## config.mk

```make
export PLATFORM = sky130hd
export DESIGN_NAME = collatz_host_driver
export DESIGN_NICKNAME = d
export VERILOG_FILES = /design/src/rtl/collatz_host_driver.sv
export SDC_FILE = /design/constraint.sdc
export NUM_CORES = 1
export LEC_CHECK = 0
export ABC_AREA = 1
export CAP_MARGIN = 5
export CORE_UTILIZATION = 47
export DETAILED_ROUTE_END_ITERATION = 6
export PLACE_DENSITY = 0.78
export SKIP_CTS_REPAIR_TIMING = 1
export SLEW_MARGIN = 0
export SYNTH_ARGS = -nofsm -noshare
export SYNTH_HDL_FRONTEND = slang
export SYNTH_SLANG_ARGS = --single-unit
export TNS_END_PERCENT = 5
```

## constraint.sdc

```tcl
create_clock -name clk -period 2.35 [get_ports clk]
set_input_delay 0.235 -clock clk [delete_from_list [all_inputs] [get_ports clk]]
set_output_delay 0.235 -clock clk [all_outputs]
set_load 0.05 [all_outputs]
```

## src/rtl/collatz_host_driver.sv

```systemverilog
// collatz_host_driver
//   Host-side initiator for the byte-addressed collatz compute peripheral.
//   It takes a seed on a valid/ready command port, resets the peripheral,
//   writes the seed one byte at a time, pulses go, and waits for the
//   peripheral to enter and then leave COMPUTE mode. It then reads back the
//   orbit length and the high 16 bits of the path record, and reports them
//   on a one-cycle response.
//
// Ports
//   clk, reset         clock shared with the peripheral; synchronous active-high reset
//   cmd_valid/ready    command handshake; ready is high only in IDLE
//   cmd_seed           seed, captured on the handshake
//   rsp_valid          one-cycle pulse; the rsp_* fields hold until the next response
//   rsp_orbit_len      orbit length read from the peripheral
//   rsp_path_h16       high 16 bits of the path record
//   rsp_error          0 ok, 1 zero seed rejected, 2 compute timeout
//   dev_rst_n          peripheral reset (active low)
//   dev_ui_in          write data byte
//   dev_uio_in         [7]=write_en [6]=go [5]=path_sel [4:0]=addr
//   dev_uo_out         read data (registered inside the peripheral)
//   dev_uio_out        [7]=busy (not needed: the oe[7] transitions are enough)
//   dev_uio_oe         8'h80 while in COMPUTE, 8'h00 in IO mode
module collatz_host_driver #(
  parameter int SEED_BITS = 144,
  parameter int MAX_WAIT  = 2**20,
  parameter int RST_CYC   = 2
) (
  input  logic                 clk,
  input  logic                 reset,
  input  logic                 cmd_valid,
  output logic                 cmd_ready,
  input  logic [SEED_BITS-1:0] cmd_seed,
  output logic                 rsp_valid,
  output logic [15:0]          rsp_orbit_len,
  output logic [15:0]          rsp_path_h16,
  output logic [1:0]           rsp_error,
  output logic                 dev_rst_n,
  output logic [7:0]           dev_ui_in,
  output logic [7:0]           dev_uio_in,
  input  logic [7:0]           dev_uo_out,
  input  logic [7:0]           dev_uio_out,
  input  logic [7:0]           dev_uio_oe
);

  localparam int NBYTES = SEED_BITS / 8;
  localparam int BW     = $clog2(NBYTES);
  localparam int CWR    = $clog2(MAX_WAIT + 1);
  localparam int CW     = (CWR > 5) ? CWR : 5;

  typedef enum logic [3:0] {
    S_IDLE, S_REJ, S_DRST, S_WRITE, S_START,
    S_WENTER, S_WEXIT, S_READ, S_DONE, S_TRST, S_TRSP
  } state_t;

  state_t                  r_state, w_state_nxt;
  logic [CW-1:0]           r_cnt, w_cnt_nxt, w_cnt_inc;
  logic [SEED_BITS-1:0]    r_seed;
  logic                    w_seed_ld;
  logic [NBYTES-1:0][7:0]  w_seed_bytes;
  logic [3:0][7:0]         r_cap, w_cap_nxt;
  logic [1:0]              w_cap_idx;
  logic                    w_timeout;

  logic                    r_rsp_valid, w_rsp_valid_nxt;
  logic [15:0]             r_rsp_orbit, w_rsp_orbit_nxt;
  logic [15:0]             r_rsp_path,  w_rsp_path_nxt;
  logic [1:0]              r_rsp_error, w_rsp_error_nxt;
  logic                    r_dev_rst_n, w_dev_rst_n_nxt;
  logic [7:0]              r_dev_ui,    w_dev_ui_nxt;
  logic [7:0]              r_dev_uio,   w_dev_uio_nxt;

  // Busy is redundant with the oe[7] edges, and the low oe bits carry nothing.
  logic w_unused;
  assign w_unused = ^{dev_uio_out, dev_uio_oe[6:0]};

  assign w_cnt_inc    = r_cnt + 1'b1;
  // One shared counter covers both wait states, so a single compare is enough.
  assign w_timeout    = (w_cnt_inc >= CW'(MAX_WAIT));
  assign w_seed_bytes = r_seed;
  // The READ capture for cycle c lands in byte c-1; cycle 4 wraps to index 3.
  assign w_cap_idx    = r_cnt[1:0] - 2'd1;

  // Next state and counter.
  always_comb begin
    w_state_nxt = r_state;
    w_cnt_nxt   = r_cnt;
    w_seed_ld   = 1'b0;
    w_cap_nxt   = r_cap;
    case (r_state)
      S_IDLE: begin
        if (cmd_valid) begin
          if (cmd_seed == '0) begin
            w_state_nxt = S_REJ;
          end else begin
            w_state_nxt = S_DRST;
            w_seed_ld   = 1'b1;
            w_cnt_nxt   = '0;
          end
        end
      end
      S_REJ, S_DONE, S_TRSP: w_state_nxt = S_IDLE;
      S_DRST, S_TRST: begin
        if (r_cnt == CW'(RST_CYC - 1)) begin
          w_state_nxt = (r_state == S_DRST) ? S_WRITE : S_TRSP;
          w_cnt_nxt   = '0;
        end else begin
          w_cnt_nxt = w_cnt_inc;
        end
      end
      S_WRITE: begin
        if (r_cnt == CW'(NBYTES - 1)) begin
          w_state_nxt = S_START;
          w_cnt_nxt   = '0;
        end else begin
          w_cnt_nxt = w_cnt_inc;
        end
      end
      S_START: begin
        w_state_nxt = S_WENTER;
        w_cnt_nxt   = '0;
      end
      // Sample oe[7] every cycle: a 1-cycle COMPUTE excursion must not be missed.
      S_WENTER: begin
        if (dev_uio_oe[7]) begin
          w_state_nxt = S_WEXIT;
          w_cnt_nxt   = w_cnt_inc;
        end else if (w_timeout) begin
          w_state_nxt = S_TRST;
          w_cnt_nxt   = '0;
        end else begin
          w_cnt_nxt = w_cnt_inc;
        end
      end
      S_WEXIT: begin
        if (!dev_uio_oe[7]) begin
          w_state_nxt = S_READ;
          w_cnt_nxt   = '0;
        end else if (w_timeout) begin
          w_state_nxt = S_TRST;
          w_cnt_nxt   = '0;
        end else begin
          w_cnt_nxt = w_cnt_inc;
        end
      end
      // Cycles 0..3 issue addresses; cycles 1..4 capture the data registered
      // by the peripheral for the address issued one cycle earlier.
      S_READ: begin
        if (r_cnt != '0) w_cap_nxt[w_cap_idx] = dev_uo_out;
        if (r_cnt == CW'(4)) begin
          w_state_nxt = S_DONE;
          w_cnt_nxt   = '0;
        end else begin
          w_cnt_nxt = w_cnt_inc;
        end
      end
      default: w_state_nxt = S_IDLE;
    endcase
  end

  // Registered outputs are decoded from the next state, so pins line up
  // with the state register.
  always_comb begin
    w_dev_rst_n_nxt = r_dev_rst_n;
    w_dev_ui_nxt    = 8'h00;
    w_dev_uio_nxt   = 8'h00;
    w_rsp_valid_nxt = 1'b0;
    w_rsp_error_nxt = r_rsp_error;
    w_rsp_orbit_nxt = r_rsp_orbit;
    w_rsp_path_nxt  = r_rsp_path;
    case (w_state_nxt)
      S_DRST, S_TRST: w_dev_rst_n_nxt = 1'b0;
      S_WRITE: begin
        w_dev_rst_n_nxt = 1'b1;
        w_dev_ui_nxt    = w_seed_bytes[w_cnt_nxt[BW-1:0]];
        w_dev_uio_nxt   = {1'b1, 2'b00, w_cnt_nxt[4:0]};
      end
      S_START: begin
        w_dev_rst_n_nxt = 1'b1;
        w_dev_uio_nxt   = 8'h40;
      end
      S_WENTER, S_WEXIT: w_dev_rst_n_nxt = 1'b1;
      S_READ: begin
        w_dev_rst_n_nxt = 1'b1;
        // Cycle 4 issues 0/0 again, which is harmless and keeps this a pure decode.
        w_dev_uio_nxt   = {2'b00, w_cnt_nxt[1], 4'b0000, w_cnt_nxt[0]};
      end
      S_DONE: begin
        w_dev_rst_n_nxt = 1'b1;
        w_rsp_valid_nxt = 1'b1;
        w_rsp_error_nxt = 2'd0;
        w_rsp_orbit_nxt = {w_cap_nxt[1], w_cap_nxt[0]};
        w_rsp_path_nxt  = {w_cap_nxt[3], w_cap_nxt[2]};
      end
      S_REJ: begin
        w_rsp_valid_nxt = 1'b1;
        w_rsp_error_nxt = 2'd1;
        w_rsp_orbit_nxt = 16'h0;
        w_rsp_path_nxt  = 16'h0;
      end
      S_TRSP: begin
        w_dev_rst_n_nxt = 1'b1;
        w_rsp_valid_nxt = 1'b1;
        w_rsp_error_nxt = 2'd2;
        w_rsp_orbit_nxt = 16'h0;
        w_rsp_path_nxt  = 16'h0;
      end
      default: ;
    endcase
  end

  always_ff @(posedge clk) begin
    if (reset) begin
      r_state     <= S_IDLE;
      r_cnt       <= '0;
      r_seed      <= '0;
      r_cap       <= '0;
      r_rsp_valid <= 1'b0;
      r_rsp_orbit <= 16'h0;
      r_rsp_path  <= 16'h0;
      r_rsp_error <= 2'd0;
      r_dev_rst_n <= 1'b0;
      r_dev_ui    <= 8'h00;
      r_dev_uio   <= 8'h00;
    end else begin
      r_state     <= w_state_nxt;
      r_cnt       <= w_cnt_nxt;
      r_cap       <= w_cap_nxt;
      if (w_seed_ld) r_seed <= cmd_seed;
      r_rsp_valid <= w_rsp_valid_nxt;
      r_rsp_orbit <= w_rsp_orbit_nxt;
      r_rsp_path  <= w_rsp_path_nxt;
      r_rsp_error <= w_rsp_error_nxt;
      r_dev_rst_n <= w_dev_rst_n_nxt;
      r_dev_ui    <= w_dev_ui_nxt;
      r_dev_uio   <= w_dev_uio_nxt;
    end
  end

  assign cmd_ready     = (r_state == S_IDLE);
  assign rsp_valid     = r_rsp_valid;
  assign rsp_orbit_len = r_rsp_orbit;
  assign rsp_path_h16  = r_rsp_path;
  assign rsp_error     = r_rsp_error;
  assign dev_rst_n     = r_dev_rst_n;
  assign dev_ui_in     = r_dev_ui;
  assign dev_uio_in    = r_dev_uio;

endmodule

```

==> impl_metrics.json <==
{
  "maxCapViolCount": 0,
  "viasPerCell": 5.51,
  "violations": "setup timing",
  "synthTopCellsByArea": "dfxtp_1 44%, nand3_1 12%, o21ai_0 8.1%, a21oi_1 7.1%, inv_1 5.9%",
  "finalHoldViolations": 0,
  "dieWidth_um": 159,
  "cts_buffers": 26,
  "yosysTopAreaCell": "dfxtp_1",
  "cp_slowest_cell": "dfxtp_4",
  "drtIter0Drc": 1378,
  "grt.overflow.total": 0,
  "worstSetupStartpointType": "register",
  "p_int_uw": 8530,
  "fin_crit_ns": 2.58,
  "hold_class": "input port to register",
  "gp_congestion": 0.916,
  "firstDrtPassIters": 6,
  "clk_latency_ns": 0.54,
  "critPathMaxStageDelay_ns": 0.38,
  "grt_use_total_pct": 27.9,
  "syn_nets": 1802,
  "fmax_mhz": 387,
  "ys_types": 45,
  "critical_path_peak_fanout": 17,
  "grt_max_degree": 147,
  "yosys_warnings": 0,
  "antenna_found_initial": 0,
  "fp.coreArea_um2": 24200,
  "grt_pass1_vias": 11600,
  "crit_chain": "ha_4 > nand2_4 > nor2_4 > nand2_1 > nor2_2 > nand3b_1 > o211ai_1 > buf_4 > nand2_8 > nand2_4 > nand2_4 > buf_12 > nor4_4 > buf_6 > nand2_1 > a21oi_1",
  "power_frac_clock_pct": 36.7,
  "final_net_count": 2092,
  "swShare_pct": 29.4,
  "htreeDepth": 1,
  "critical_path_class": "register to register",
  "p_switching_uw": 3550,
  "rsz0062_at_grt": "true",
  "antenna_cells": 0,
  "powerDensity_nw_per_um2": 720,
  "fin_crit_sh_pct": 110,
  "max-slew-margin-rel_pct": 63.3,
  "die_h_um": 159,
  "max-vdd-ir-drop_v": 0.000500,
  "port_buffers": 208,
  "cts_root_buffer": "clkbuf_16",
  "ctsLongestPathBuffers": 3,
  "grt_pass1_wl_um": 58100,
  "final.setup.worst_slack_ns": -0.232,
  "synth_seq_cells": 253,
  "status": "finished, violations left",
  "cts_tree": "built",
  "die_area_um2": 25300,
  "final_util_pct": 69.1,
  "hpwl_um": 26600,
  "synth_area_um2": 11600,
  "synthDominantCellAreaShare_pct": 43.7,
  "drive_above_1_share_pct": 17.1,
  "required_ns": 2.82,
  "io_pins": 224,
  "end_kind": "register",
  "synth.avg_cell_area_um2": 7.13,
  "start_util_pct": 47.8,
  "p_leak_uw": 0.00694,
  "wl_um": 39100,
  "vias": 12500,
  "fin_worst_skew_ns": 0.0226,
  "path_clk_slew_ns": 0.07,
  "p_total_uw": 12100,
  "finalSetupViolCount": 45,
  "drc_errors": 0,
  "slew_violations": 0,
  "routedWlPerCell_um": 17.3,
  "rows": 57,
  "cts.sinks": 253,
  "worstMarginPinSlew_ns": 0.549,
  "synthToLayoutAreaGrowth_pct": 44.7,
  "syn_inst": 1626,
  "combPwrFrac_pct": 24.4,
  "path_common_cell": "nand2_4",
  "arrival_ns": 3.05,
  "drtAntennaViolNets": 0,
  "seq_power_share_pct": 38.9,
  "yosysSeqAreaShare_pct": 43.7,
  "r2r_slack_ns": -0.23
}
[cells by family after synthesis]
logic type                 count (synthesis)  share of synthesized area [%]
buffers and inverters                    294                           9.95
adders and majority gates                  5                          0.540
DFF                                      253                           43.7
xor gates and xnor gates                   2                          0.151
AOI/OAI and AO/OA                        370                           16.4
muxes                                     32                           2.76
and+or+nand+nor                          670                           26.5
[through the flow]
| stage | cell area (µm²) | std cells | setup WS (ns) | TNS [ns] | hold WS (ns) |
|---|---|---|---|---|---|
| after floorplan | 11600 | 1626 | -0.0454 | -0.365 | 0.417 |
| after global placement | 15000 | 2194 | -0.514 | -36.02 | 0.435 |
| after detailed placement | 15000 | 2194 | -0.572 | -41.27 | 0.441 |
| after CTS | 15900 | 2242 | -0.393 | -13.87 | 0.0399 |
| after global routing | 16800 | 2260 | -0.382 | -12.55 | 0.0940 |
| final | 16800 | 2260 | -0.232 | -3.88 | 0.0834 |
[metal layers]
layer	up-vias	track usage (%)	wire, µm
li1	6004	-	-
met1	5766	34.6	15700
met2	558	47.6	18600
met5	-	0	0
met4	0	13.5	2100
met3	128	3.88	2590
[Yosys cell counts, drive strengths merged]
| cell type | count |
|---|---|
| and3 | 1 |
| o21bai | 1 |
| a21oi | 165 |
| buf | 41 |
| nand2 | 175 |
| o21ai | 190 |
| nor3b | 4 |
| a211oi | 1 |
| o211ai | 3 |
| a32oi | 1 |
| nand3b | 2 |
| o21a | 2 |
| nor3 | 20 |
| nand3 | 275 |
| clkbuf | 64 |
| nor2 | 167 |
| ha | 5 |
| nor4 | 7 |
| xor2 | 2 |
| inv | 186 |
| and2 | 1 |
| nand4 | 17 |
| or2 | 1 |
| a31oi | 3 |
| clkinv | 3 |
| a32o | 1 |
| mux2i | 32 |
| o31ai | 1 |
| a2111oi | 2 |
| dfxtp | 253 |
[final timing paths]
kind / startpoint / end / cells past startpoint
worst max register to register: r_cnt[1] / dev_ui_in[3] / 16
worst min-delay path: reset / r_state[1] / 2
worst max-delay path: r_cnt[1] / dev_ui_in[3] / 16
worst min register to register: r_seed[134] / r_seed[134] / 2
[flip-flops by register name (all words and copies together) (netlist names)]
signal         cells
rsp_valid          1
dev_uio_in         8
r_cap             32
rsp_orbit_len     16
r_state            4
r_cnt             21
dev_rst_n          1
r_seed           144
rsp_error          2
rsp_path_h16      16
dev_ui_in          8
[cell type report]
cell class,count,area (µm²)
well taps,324,405
multi-input cells,1079,5920
clock inverters,13,181
flip-flops and latches,253,5070
inverters,189,728
repair buffers,367,3710
clock buffers,35,746
fillers,1890,7480
[power groups by stage]
stage	Sequential (µW)	Clock [µW]	Combinational [µW]
after floorplan	4790	0	1410
after global placement	4770	0	2420
after detailed placement	4780	0	2450
after CTS	4690	4450	2470
after global routing	4710	4650	3180
final	4690	4430	2950
[placed cells by master (no fill, tap or decap), drive strengths merged]
cell type / instances
xor2: 2
and2: 1
ha: 5
mux2i: 32
a21oi: 165
clkinv: 7
nor3b: 4
a2111oi: 2
clkbuf: 43
dfxtp: 253
o21bai: 1
o21ai: 190
and3: 1
a31oi: 3
a211oi: 1
clkinvlp: 3
nand2: 175
nand3: 275
nand3b: 2
inv: 188
bufinv: 4
nor3: 20
or2: 1
o31ai: 1
o21a: 2
clkdlybuf4s50: 206
nand4: 17
a32o: 1
nor4: 7
buf: 153
o211ai: 3
a32oi: 1
nor2: 167
[worst max-delay path: cells and delay by family (launching register included)]
| kind | cells | cell delay [ns] |
|---|---|---|
| and+or+nand+nor | 10 | 1.15 |
| DFF | 1 | 0.38 |
| adders and majority gates | 1 | 0.15 |
| buffers and inverters | 3 | 0.51 |
| AOI/OAI and AO/OA | 2 | 0.32 |
No activity file was read; power rests on OpenSTA's default activity.
